--- src/rtl/fetch_pkg.sv ---
// Shared types and constants for the LEGv8 instruction fetch stage.
package fetch_pkg;
  localparam int PC_W    = 64;
  localparam int INSTR_W = 32;
  localparam int PC_STEP = 4;

  typedef enum logic [1:0] {
    IDLE = 2'd0,
    REQ  = 2'd1,
    WAIT = 2'd2
  } fetch_state_t;

  typedef struct packed {
    logic [PC_W-1:0]    pc;
    logic [INSTR_W-1:0] instr;
  } fetch_entry_t;
endpackage

--- src/rtl/fetch_fifo.sv ---
// Small instruction buffer between fetch and decode: power-of-2 ring with
// flush, simultaneous push/pop, and a zeroed head while empty.
module fetch_fifo
  import fetch_pkg::*;
#(
  parameter int  DEPTH   = 2,
  parameter type entry_t = fetch_entry_t,
  localparam int AW      = $clog2(DEPTH),
  localparam int CW      = AW + 1
) (
  input  logic          clk,
  input  logic          reset,
  input  logic          flush,
  input  logic          push,
  input  entry_t        push_data,
  input  logic          pop,
  output logic [CW-1:0] count,
  output logic          valid,
  output entry_t        head
);

  logic [AW-1:0] wr_ptr_q, wr_ptr_d;
  logic [AW-1:0] rd_ptr_q, rd_ptr_d;
  logic [CW-1:0] count_q, count_d;
  logic          do_push, do_pop;
  entry_t        mem_q [DEPTH];

  // NOTE: every always_comb output gets a default first, so no path can infer a latch.
  always_comb begin
    do_push  = push && !flush;
    do_pop   = pop && (count_q != '0) && !flush;
    wr_ptr_d = wr_ptr_q + AW'(do_push);
    rd_ptr_d = rd_ptr_q + AW'(do_pop);
    count_d  = count_q + CW'(do_push) - CW'(do_pop);
    if (flush) begin
      wr_ptr_d = '0;
      rd_ptr_d = '0;
      count_d  = '0;
    end
  end

  always_ff @(posedge clk or posedge reset) begin
    if (reset) begin
      wr_ptr_q <= '0;
      rd_ptr_q <= '0;
      count_q  <= '0;
    end else begin
      wr_ptr_q <= wr_ptr_d;
      rd_ptr_q <= rd_ptr_d;
      count_q  <= count_d;
    end
  end

  // NOTE: storage is deliberately not reset; the head is forced to zero while empty,
  // so stale words can never reach decode.
  always_ff @(posedge clk) begin
    if (do_push) mem_q[wr_ptr_q] <= push_data;
  end

  assign count = count_q;
  assign valid = (count_q != '0);
  assign head  = valid ? mem_q[rd_ptr_q] : '0;

endmodule

--- src/rtl/fetch_unit.sv ---
// LEGv8 fetch stage: owns the PC, issues one outstanding imem request at a time,
// buffers returned words and squashes fetches made stale by a taken branch.
module fetch_unit
  import fetch_pkg::*;
#(
  parameter int           N        = PC_W,
  parameter logic [N-1:0] RESET_PC = '0,
  parameter int           DEPTH    = 2
) (
  input  logic               clk,
  input  logic               reset,
  output logic               imem_req,
  output logic [N-1:0]       imem_addr,
  input  logic               imem_ack,
  input  logic               imem_rvalid,
  input  logic [INSTR_W-1:0] imem_rdata,
  input  logic               redirect,
  input  logic [N-1:0]       redirect_pc,
  output logic               instr_valid,
  input  logic               instr_ready,
  output logic [INSTR_W-1:0] instr,
  output logic [N-1:0]       instr_pc
);

  localparam int CW = $clog2(DEPTH) + 1;

  fetch_state_t state_q, state_d;
  logic [N-1:0] fetch_pc_q, fetch_pc_d;
  logic         squash_q, squash_d;
  logic         imem_req_q, imem_req_d;
  logic [N-1:0] imem_addr_q, imem_addr_d;

  logic          push;
  fetch_entry_t  push_entry;
  fetch_entry_t  head;
  logic [CW-1:0] fifo_count;
  logic [CW:0]   occupancy;
  logic          issue_ok;

  // A request in flight always owns a FIFO slot, so its response can never be refused.
  always_comb begin
    occupancy = {1'b0, fifo_count} + {{CW{1'b0}}, (state_q != IDLE)};
    issue_ok  = occupancy < (CW+1)'(DEPTH);
  end

  always_comb begin
    state_d     = state_q;
    fetch_pc_d  = fetch_pc_q;
    squash_d    = squash_q;
    imem_addr_d = imem_addr_q;
    push        = 1'b0;

    case (state_q)
      IDLE: begin
        if (!redirect && issue_ok) begin
          state_d     = REQ;
          imem_addr_d = fetch_pc_q;
        end
      end
      REQ: begin
        if (imem_ack) state_d = WAIT;
      end
      WAIT: begin
        if (imem_rvalid) begin
          state_d  = IDLE;
          squash_d = 1'b0;
          if (!squash_q && !redirect) begin
            push       = 1'b1;
            fetch_pc_d = fetch_pc_q + N'(PC_STEP);
          end
        end
      end
      default: state_d = IDLE;
    endcase

    // A redirect that coincides with the response drops that word directly,
    // so only a still-pending transaction needs the squash flag.
    if (redirect) begin
      fetch_pc_d = redirect_pc;
      if ((state_q == REQ) || (state_q == WAIT && !imem_rvalid)) squash_d = 1'b1;
    end

    imem_req_d = (state_d == REQ);
  end

  // NOTE: sequential state uses non-blocking assignments only, so every flop
  // samples the pre-edge value of every other flop.
  always_ff @(posedge clk or posedge reset) begin
    if (reset) begin
      state_q     <= IDLE;
      fetch_pc_q  <= RESET_PC;
      squash_q    <= 1'b0;
      imem_req_q  <= 1'b0;
      imem_addr_q <= RESET_PC;
    end else begin
      state_q     <= state_d;
      fetch_pc_q  <= fetch_pc_d;
      squash_q    <= squash_d;
      imem_req_q  <= imem_req_d;
      imem_addr_q <= imem_addr_d;
    end
  end

  always_comb begin
    push_entry.pc    = PC_W'(fetch_pc_q);
    push_entry.instr = imem_rdata;
  end

  fetch_fifo #(
    .DEPTH   (DEPTH),
    .entry_t (fetch_entry_t)
  ) u_fifo (
    .clk       (clk),
    .reset     (reset),
    .flush     (redirect),
    .push      (push),
    .push_data (push_entry),
    .pop       (instr_ready),
    .count     (fifo_count),
    .valid     (instr_valid),
    .head      (head)
  );

  assign imem_req  = imem_req_q;
  assign imem_addr = imem_addr_q;
  assign instr     = head.instr;
  assign instr_pc  = N'(head.pc);

endmodule
--- config.mk ---
export PLATFORM = sky130hd
export DESIGN_NAME = fetch_unit
export DESIGN_NICKNAME = d
export VERILOG_FILES = /design/src/rtl/fetch_pkg.sv /design/src/rtl/fetch_fifo.sv /design/src/rtl/fetch_unit.sv
export SDC_FILE = /design/constraint.sdc
export NUM_CORES = 1
export LEC_CHECK = 0
export CELL_PAD_IN_SITES_DETAIL_PLACEMENT = 0
export CELL_PAD_IN_SITES_GLOBAL_PLACEMENT = 1
export CORE_MARGIN = 4
export CORE_UTILIZATION = 39
export CTS_BUF_LIST = sky130_fd_sc_hd__clkbuf_4
export CTS_CLUSTER_SIZE = 10
export DETAILED_ROUTE_END_ITERATION = 8
export PLACE_DENSITY = 0.84
export SLEW_MARGIN = 30
export SYNTH_ARGS = -nofsm -noshare
export SYNTH_HDL_FRONTEND = slang
export SYNTH_SLANG_ARGS = --single-unit
--- constraint.sdc ---
create_clock -name clk -period 4.02 [get_ports clk]
set_input_delay 0.402 -clock clk [delete_from_list [all_inputs] [get_ports clk]]
set_output_delay 0.402 -clock clk [all_outputs]
set_load 0.005 [all_outputs]
=== Word level (Yosys, flattened, before mapping) ===
Memory sizes are Yosys's and may differ from the RTL's.
Cells that the tools add are included.
Widths: inputs -> output; s select.

* Eq/ne operators: 3
* Order comparisons: 1
* Mux-type cells: 21
* $add $sub $neg: 6
* Reductions and logical operators: 18

{| class="wikitable"
|+ Operator list
! cell !! number
|-
| $mux 64 || 4
|-
| $mux 96 || 1
|-
| $add 64x3->64 const B || 1
|-
| $mux 1 || 11
|-
| $reduce_bool 2->1 || 5
|-
| $mux 2 || 4
|-
| $logic_and 1x1->1 || 6
|-
| $pmux 2 s3 || 1
|-
| $eq 2x1->1 const B || 2
|-
| $add 2x1->3 || 1
|-
| $logic_not 1->1 || 3
|-
| $lt 3x2->1 const B || 1
|-
| $reduce_and 3->1 || 1
|-
| $add 1x1->1 || 2
|-
| $add 2x1->2 || 1
|-
| $eq 2x2->1 const B || 1
|-
| $logic_not 2->1 || 1
|-
| $reduce_and 2->1 || 1
|-
| $sub 2x1->2 || 1
|-
| $logic_or 1x1->1 || 1
|}

* Bits of input ports: 102
* Memories kept: 1
* RAM bits: 192
* Bits in registers: 136

{| class="wikitable"
|+ Memory list
! memory !! depth !! width !! rd ports !! clocked after Yosys merged registers in !! write ports !! RTL line !! RTL
|-
| u_fifo.mem_q || 2 || 96 || 1 || 0 || 1 || fetch_fifo.sv:26 || <nowiki>entry_t mem_q [DEPTH];</nowiki>
|}

=== Logic depth before layout (Yosys ltp) ===
Gate-level depths: netlist (run 1).

* Depth after elaboration: 9
* Mapped depth: 10

=== Modules after synthesis ===
From an unflattened synthesis (run 1), not the netlist that was laid out.

* Cell total of the unflattened synthesis: 1024
* Area total of the unflattened synthesis: 13807.0 um^2

{| class="wikitable"
|+ By module, submodules not included
! module !! area each (um^2) !! times used !! cells an instance
|-
| fetch_fifo || 7494.7 || 1 || 429
|-
| fetch_unit || 6312.3 || 1 || 595
|}

=== Worst setup path before layout (run 1) ===
OpenSTA, ideal clock, no wires.

* Kind: input port to flip-flop
* Start: input redirect
* End: memory u_fifo.mem_q[1][0] (netlist name) (enable)
* Library setup time: 0.466 ns
* Data arrival time: 3.478 ns
* Stages: 5
* Path buffers: 3
* Setup slack: 0.076 ns
* Cell sequence: clkbuf_1 clkbuf_1 clkbuf_1 nor2_1 ha_1

* Longest elaborated chain between the ends: 8

{| class="wikitable"
|+ Ends and longest elaborated chain
! what !! RTL line !! RTL
|-
| from (decl) || fetch_unit.sv:17 || <nowiki>input logic redirect,</nowiki>
|-
| $logic_not 1->1 (*) || fetch_fifo.sv:30, fetch_unit.sv:67 ||
|-
| $logic_and 1x1->1 || fetch_unit.sv:67 || <nowiki>if (!squash_q && !redirect) begin</nowiki>
|-
| $mux 1 || fetch_unit.sv:67 ||
|-
| $mux 1 || fetch_unit.sv:64 || <nowiki>if (imem_rvalid) begin</nowiki>
|-
| $mux 1 || fetch_unit.sv:53 || <nowiki>case (state_q)</nowiki>
|-
| $logic_and 1x1->1 (*) || fetch_fifo.sv:30 || <nowiki>do_push = push && !flush;</nowiki>
|-
| $mux 1 (*) || fetch_fifo.sv:57 || <nowiki>if (do_push) mem_q[wr_ptr_q] <= push_data;</nowiki>
|-
| $mux 1 (implied by the code) (*) || fetch_fifo.sv:57 ||
|-
| to (decl) || fetch_fifo.sv:26 ||
|}

Every way passes the cells marked *; elsewhere a longest branch is shown, timed or not.

=== Worst setup path in the final report (run 1) ===
* Start: register u_fifo.rd_ptr_q
* End: output instr_pc[13]

* Longest elaborated chain between the ends: 2

{| class="wikitable"
|+ Ends and longest elaborated chain
! what !! RTL line !! RTL
|-
| from (decl) || fetch_fifo.sv:23 || <nowiki>logic [AW-1:0] rd_ptr_q, rd_ptr_d;</nowiki>
|-
| from (signal assigned) || fetch_fifo.sv:49 || <nowiki>rd_ptr_q <= rd_ptr_d;</nowiki>
|-
| $mem_v2 2x96 || - ||
|-
| $mux 96 || fetch_fifo.sv:62 || <nowiki>assign head = valid ? mem_q[rd_ptr_q] : '0;</nowiki>
|-
| to (decl) || fetch_unit.sv:22 || <nowiki>output logic [N-1:0] instr_pc</nowiki>
|}

No other way between the ends.

==> summary.txt, run 1 <==
final setup TNS - 0 ps
largest area contributor in the netlist - edfxtp_1
ys flop type - edfxtp_1
outcome - complete, no violations
register area share after synthesis - 67.17%
DIE AREA - 0.03806 mm2
CP Buf/Inv Count - 2
WL per Instance - 18.68 um
1st-iter DRT viols - 516
total power - 9.377 mW
CP top delay family - buffers and inverters
Die Span X - 195.1 um
first-pass GRT wire length - 53940 um
Hold-fix buffers, CTS - 0
final instance area - 0.01808 mm2
Area after DPL - 0.01688 mm2
area of the multi-input gates - 0.004268 mm2
Residual DRC - 0
synth unique cells - 44
Slew @ Worst Pin - 727.7 ps
crit end category - output port
via count - 9431
Die H - 195.1 um
Post-Syn Area per Cell - 13.54 um2
Max Cap Viol - 0
largest net degree at the start of global routing - 108
initial antenna violation count - 1
worst path arrival time - 2830 ps
crit path max fanout - 49
worst setup path class - flop to output port
Ys Warns - 0
Max Freq - 309.8 MHz
core region area - 0.03454 mm2
post-CTS sizing - 0
Net Count, Synth - 1115
Critical-path top delay cell - dfrtp_4
Storage cell area - 0.009173 mm2
Post-CTS Setup Bufs - 0
Hold/Removal Path Class - input port to asynchronous set/reset pin
critical-path cell list - buf_12, mux2i_1, nor2_1, clkdlybuf4s50_1
gr usage total - 17.78%
H-tree depth - 3
setup violators final - 0
unrepaired setup endpoints after global routing - false
final wirelength - 34610 um
Num CTS Buffers - 85
final worst-path cycle share - 80.30%
relative slew slack - 51.37%
Sink Count - 328
CTS tree - done
standard-cell rows - 68
Critical Path RT - 3620 ps
Post-DRT Antenna Nets - 0
Clk Latency, worst-skew pair - 710 ps
placed cell count - 1690
Initial Util - 39.52%
pwr/cell area - 518.7 mW/mm2
async set-reset flop share out of synthesis - 41.46%
Synth-to-Final Area Change - 32.45%
Clock Pin Slew Worst Setup and Hold Paths - 60 ps
Slowest Stage Delay on Critical Path - 830 ps
Peak VDD IR - 327.2 uV
Max Buffers Root-to-Sink - 3
nets - 1429
minimum clock period - 3228 ps
Pins Over Slew Limit - 0
Seq cells post-synth - 328
Cells after Synth - 1008
HPWL after DPL - 23400 um
crit path launch type - flop
Final Non-Filler Cells - 1853
I/O pins - 264
vias in the first global route - 9828
EDFF count, synth - 192
Mapped Area - 0.01365 mm2
PortBufs - 263
gpl congestion - 0.7755
fillcell total - 2994
Util after Layout - 52.34%
root buf cell - clkbuf_4
proportion of layout cells with a drive suffix above 1 - 17.30%
total gr overflow - 0
Final Hold Fails - 0
leakage - 6.404 nW
Clock Skew - 45.74 ps
routed vias/inst - 5.090
Pre-antenna DRT Iters - 7
Synth top area share - 42.24%
Synth area leaders - edfxtp_1 42%, dfrtp_1 25%, mux2i_1 7.1%
-- flip-flops by register name, summed over array words and instances, names as in the netlist --
register	count
imem_addr	64
squash_q	1
u_fifo.mem_q	192
u_fifo.rd_ptr_q	1
u_fifo.count	2
state_q	2
imem_req	1
fetch_pc_q	64
u_fifo.wr_ptr_q	1
-- logic make-up (layout without fill, tap and decap cells) --
family / count (synthesis) / count (layout) / share of synthesized area [%]
AO/OA/AOI/OAI: 89 / 89 / 4.070
other: 0 / 5 / 0
multiplexers: 164 / 164 / 12.64
XOR/XNOR: 36 / 36 / 2.310
buffers and inverters: 65 / 450 / 1.897
flip-flops: 328 / 328 / 67.17
adder cells (fa/ha/maj): 5 / 5 / 0.4583
AND/OR/NAND/NOR: 321 / 321 / 11.46
-- cells in the final DEF, fill, tap and decap left out, drive strengths merged, types with 2 or more instances in the layout --
master,count
nor4,10
o31ai,18
nand4,27
clkdlybuf4s50,262
nand3,28
diode,5
a31oi,20
or4,26
or3,3
dfrtp,136
xnor2,10
and4,6
buf,19
nand2b,2
inv,10
nor2b,2
o211ai,6
clkbuf,131
mux2,67
and3,13
edfxtp,192
clkinv,23
o21ai,35
xor2,26
nand2,63
ha,5
mux2i,97
o21bai,2
and2,3
a21oi,2
clkinvlp,2
nor2,132
bufinv,3
nor3,4
-- worst paths after layout --
path | start | cells after the start | slack [ps] | end
worst max-delay path | u_fifo.rd_ptr_q | 4 | 790 | instr_pc[13]
worst min-delay path | reset | 3 | 170 | imem_addr[45]
worst max register to register | fetch_pc_q[8] | 5 | 1040 | fetch_pc_q[45]
worst min register to register | fetch_pc_q[1] | 0 | 500 | u_fifo.mem_q[1][33]
max in group asynchronous | reset | 3 | 3190 | u_fifo.rd_ptr_q
min in group clk | redirect | 3 | 170 | fetch_pc_q[36]
-- area by class of cell --
| cell class | count | area share, % |
|---|---|---|
| Multi-Input combinational cell | 615 | 23.61 |
| Timing Repair Buffer | 281 | 15.63 |
| Inverter | 11 | 0.2491 |
| Antenna cell | 5 | 0.06920 |
| Sequential cell | 328 | 50.73 |
| Clock inverter | 27 | 1.128 |
| Clock buffer | 131 | 5.439 |
| Tap cell | 455 | 3.149 |
-- through the flow --
stage	setup WS [ps]	hold slack (ps)
2_1_floorplan	75.68	454.4
3_3_place_gp	738.6	473.7
3_5_place_dp	693.8	477.4
4_1_cts	661.0	97.64
5_1_grt	588.3	168.9
6_report	791.8	165.2
-- cell usage after synthesis (2+ instances only) --
master    instances
edfxtp_1        192
dfrtp_1         136
nor2_1          130
mux2i_1          97
mux2_2           67
nand2_1          63
clkbuf_1         36
o21ai_0          34
nand4_1          27
nand3_1          26
or4_1            26
xor2_1           26
a31oi_1          20
o31ai_1          18
and3_1           13
buf_1            13
inv_1            11
xnor2_1          10
nor4_1            9
and4_1            6
o211ai_1          6
ha_1              5
nor3_1            4
and2_1            3
buf_2             3
or3_1             3
a21oi_1           2
nand2b_1          2
nand3_2           2
nor2_2            2
nor2b_1           2
o21bai_1          2
-- tightest hold or removal path, cell delays in order --
cell and delay, ps:
clkdlybuf4s50_1 440, clkinvlp_4 100, buf_12 360
-- routing by layer --
metal	global-route usage, %	vias up	part of all wire, %
li1	-	4417	-
met4	7.836	0	3.3
met5	0	-	0
met1	23.53	4596	43
met3	4.175	75	6.0
met2	28.15	343	47
-- where the power goes --
group	leakage [nW]	internal [mW]	switching [mW]
Combinational	2.36	1.23	0.730
Sequential	3.34	4.04	0.347
Clock	0.698	1.69	1.35
Total	6.40	6.95	2.42
(Power assumes the default switching activity.)
==> inputs of run 2 (changes only) <==
CORE_UTILIZATION = 44   (was 39)
PLACE_DENSITY = 0.89   (was 0.84)
clock period = 3.3 ns   (was 4.02 ns; I/O delays follow)
==> summary.txt, run 2 (synthesized netlist as in run 1, its figures left out) <==
outcome - complete, no violations
Sink Count - 328
worst path arrival time - 2700 ps
Pins Over Slew Limit - 0
setup violators final - 0
Reg with most FFs - u_fifo.mem_q
nets - 1439
fin worst setup slack - 269.1 ps
total gr overflow - 0
Die Span X - 184.1 um
CTS tree - done
Final Hold Fails - 0
Initial Util - 44.63%
largest net degree at the start of global routing - 64
pwr/cell area - 622.9 mW/mm2
R2R Path End - fetch_pc_q[53]
R2R setup slack - 620 ps
Clock Skew - 53.44 ps
r2r startpoint - fetch_pc_q[8]
standard-cell rows - 64
I/O pins - 264
final wirelength - 33840 um
leakage - 6.452 nW
core region area - 0.03059 mm2
1st-iter DRT viols - 570
Hold Startpoint - redirect_pc[25]
Synth-to-Final Area Change - 32.53%
max FFs per register - 192
unrepaired setup endpoints after global routing - false
Residual DRC - 0
WL per Instance - 18.81 um
hold endpoint - fetch_pc_q[25]
Pre-antenna DRT Iters - 5
Peak VDD IR - 434.7 uV
vias in the first global route - 9656
Num CTS Buffers - 82
Worst R2R Path Depth - 5
gr usage total - 19.52%
crit path max fanout - 32
Post-DRT Antenna Nets - 0
initial antenna violation count - 2
Critical Path RT - 2970 ps
proportion of layout cells with a drive suffix above 1 - 18.13%
Hold/Removal Path Class - input port to flop
DIE AREA - 0.03391 mm2
worst slack at placement - 398.2 ps
crit end category - output port
gpl congestion - 0.7915
Clock Pin Slew Worst Setup and Hold Paths - 60 ps
minimum clock period - 3031 ps
HPWL after DPL - 23140 um
Max Buffers Root-to-Sink - 3
worst setup path class - flop to output port
Max Cap Viol - 0
Slew @ Worst Pin - 689.4 ps
Max Freq - 329.9 MHz
Die H - 184.1 um
root buf cell - clkbuf_4
commonest non-fill, non-tap cell in the layout - clkdlybuf4s50_1
Clk Latency, worst-skew pair - 700 ps
routed vias/inst - 5.266
H-tree depth - 3
final worst-path cycle share - 91.85%
relative slew slack - 53.99%
via count - 9473
hold path cells - 3
PortBufs - 263
commonest non-fill, non-tap cells in the layout - 262 x clkdlybuf4s50_1, 192 x edfxtp_1, 135 x clkbuf_4, 135 x dfrtp_1, 129 x nor2_1
crit path launch type - flop
first-pass GRT wire length - 52140 um
total power - 11.27 mW
-- run 2: worst max path at each step --
stage	from	end	slack [ps]	cells after the start
after CTS	u_fifo.rd_ptr_q	instr_pc[31]	180	4
after detailed placement	imem_rvalid	fetch_pc_q[53]	400	7
after global placement	imem_rvalid	fetch_pc_q[63]	470	7
after floorplan	redirect	u_fifo.mem_q[1][0]	-570	5
after global routing	u_fifo.rd_ptr_q	instr_pc[41]	80	4
final	u_fifo.rd_ptr_q	instr_pc[31]	270	4
-- run 2: repair_timing --
| item | CTS | global route |
|---|---|---|
| hold buffers | 1 | 1 |
| resized for setup | 0 | 0 |
| endpoints found under the setup margin | 0 | 0 |
| hold endpoints to repair | 4 | 10 |
| buffers inserted | 0 | 0 |
-- run 2: through the flow --
stage                     utilization, %  instances  setup TNS (ps)  hold slack (ps)  area, um2
after CTS                          59.03       1795               0            145.1      18060
final                              59.14       1799               0            206.5      18090
after floorplan                        -       1008         -109880            427.8      13650
after global placement             55.31       1641               0            467.6      16920
after global routing               59.14       1799               0            138.8      18090
after detailed placement           55.31       1641               0            489.9      16920
-- run 2: worst max-delay path, cell delays in order, from the launching register on --
cell             delay, ps
dfrtp_4                850
buf_4                  370
mux2i_1                110
nor2_1                 160
clkdlybuf4s50_1        530
-- run 2: layer usage --
| metal | wire, um | global-route usage, % |
|---|---|---|
| met5 | 0 | 0 |
| met4 | 519 | 5.738 |
| met3 | 2226 | 5.309 |
| met2 | 16670 | 32.49 |
| met1 | 14430 | 25.27 |
-- run 2: final cells by class --
class / instances / area, um2
fill: 2419 / 12500
antenna: 2 / 5.005
sequential: 328 / 9173
tap: 396 / 495.5
multi-input combinational: 615 / 4268
clock buffer: 135 / 1013
timing repair buffer: 294 / 2978
clock inverter: 18 / 113.9
inverter: 11 / 45.04
-- run 2: where the power goes --
| group | internal, mW | total (mW) | switching, mW |
|---|---|---|---|
| clock | 1.94 | 3.52 | 1.58 |
| sequential | 4.92 | 5.36 | 0.440 |
| combinational | 1.51 | 2.39 | 0.881 |
| total | 8.36 | 11.3 | 2.91 |
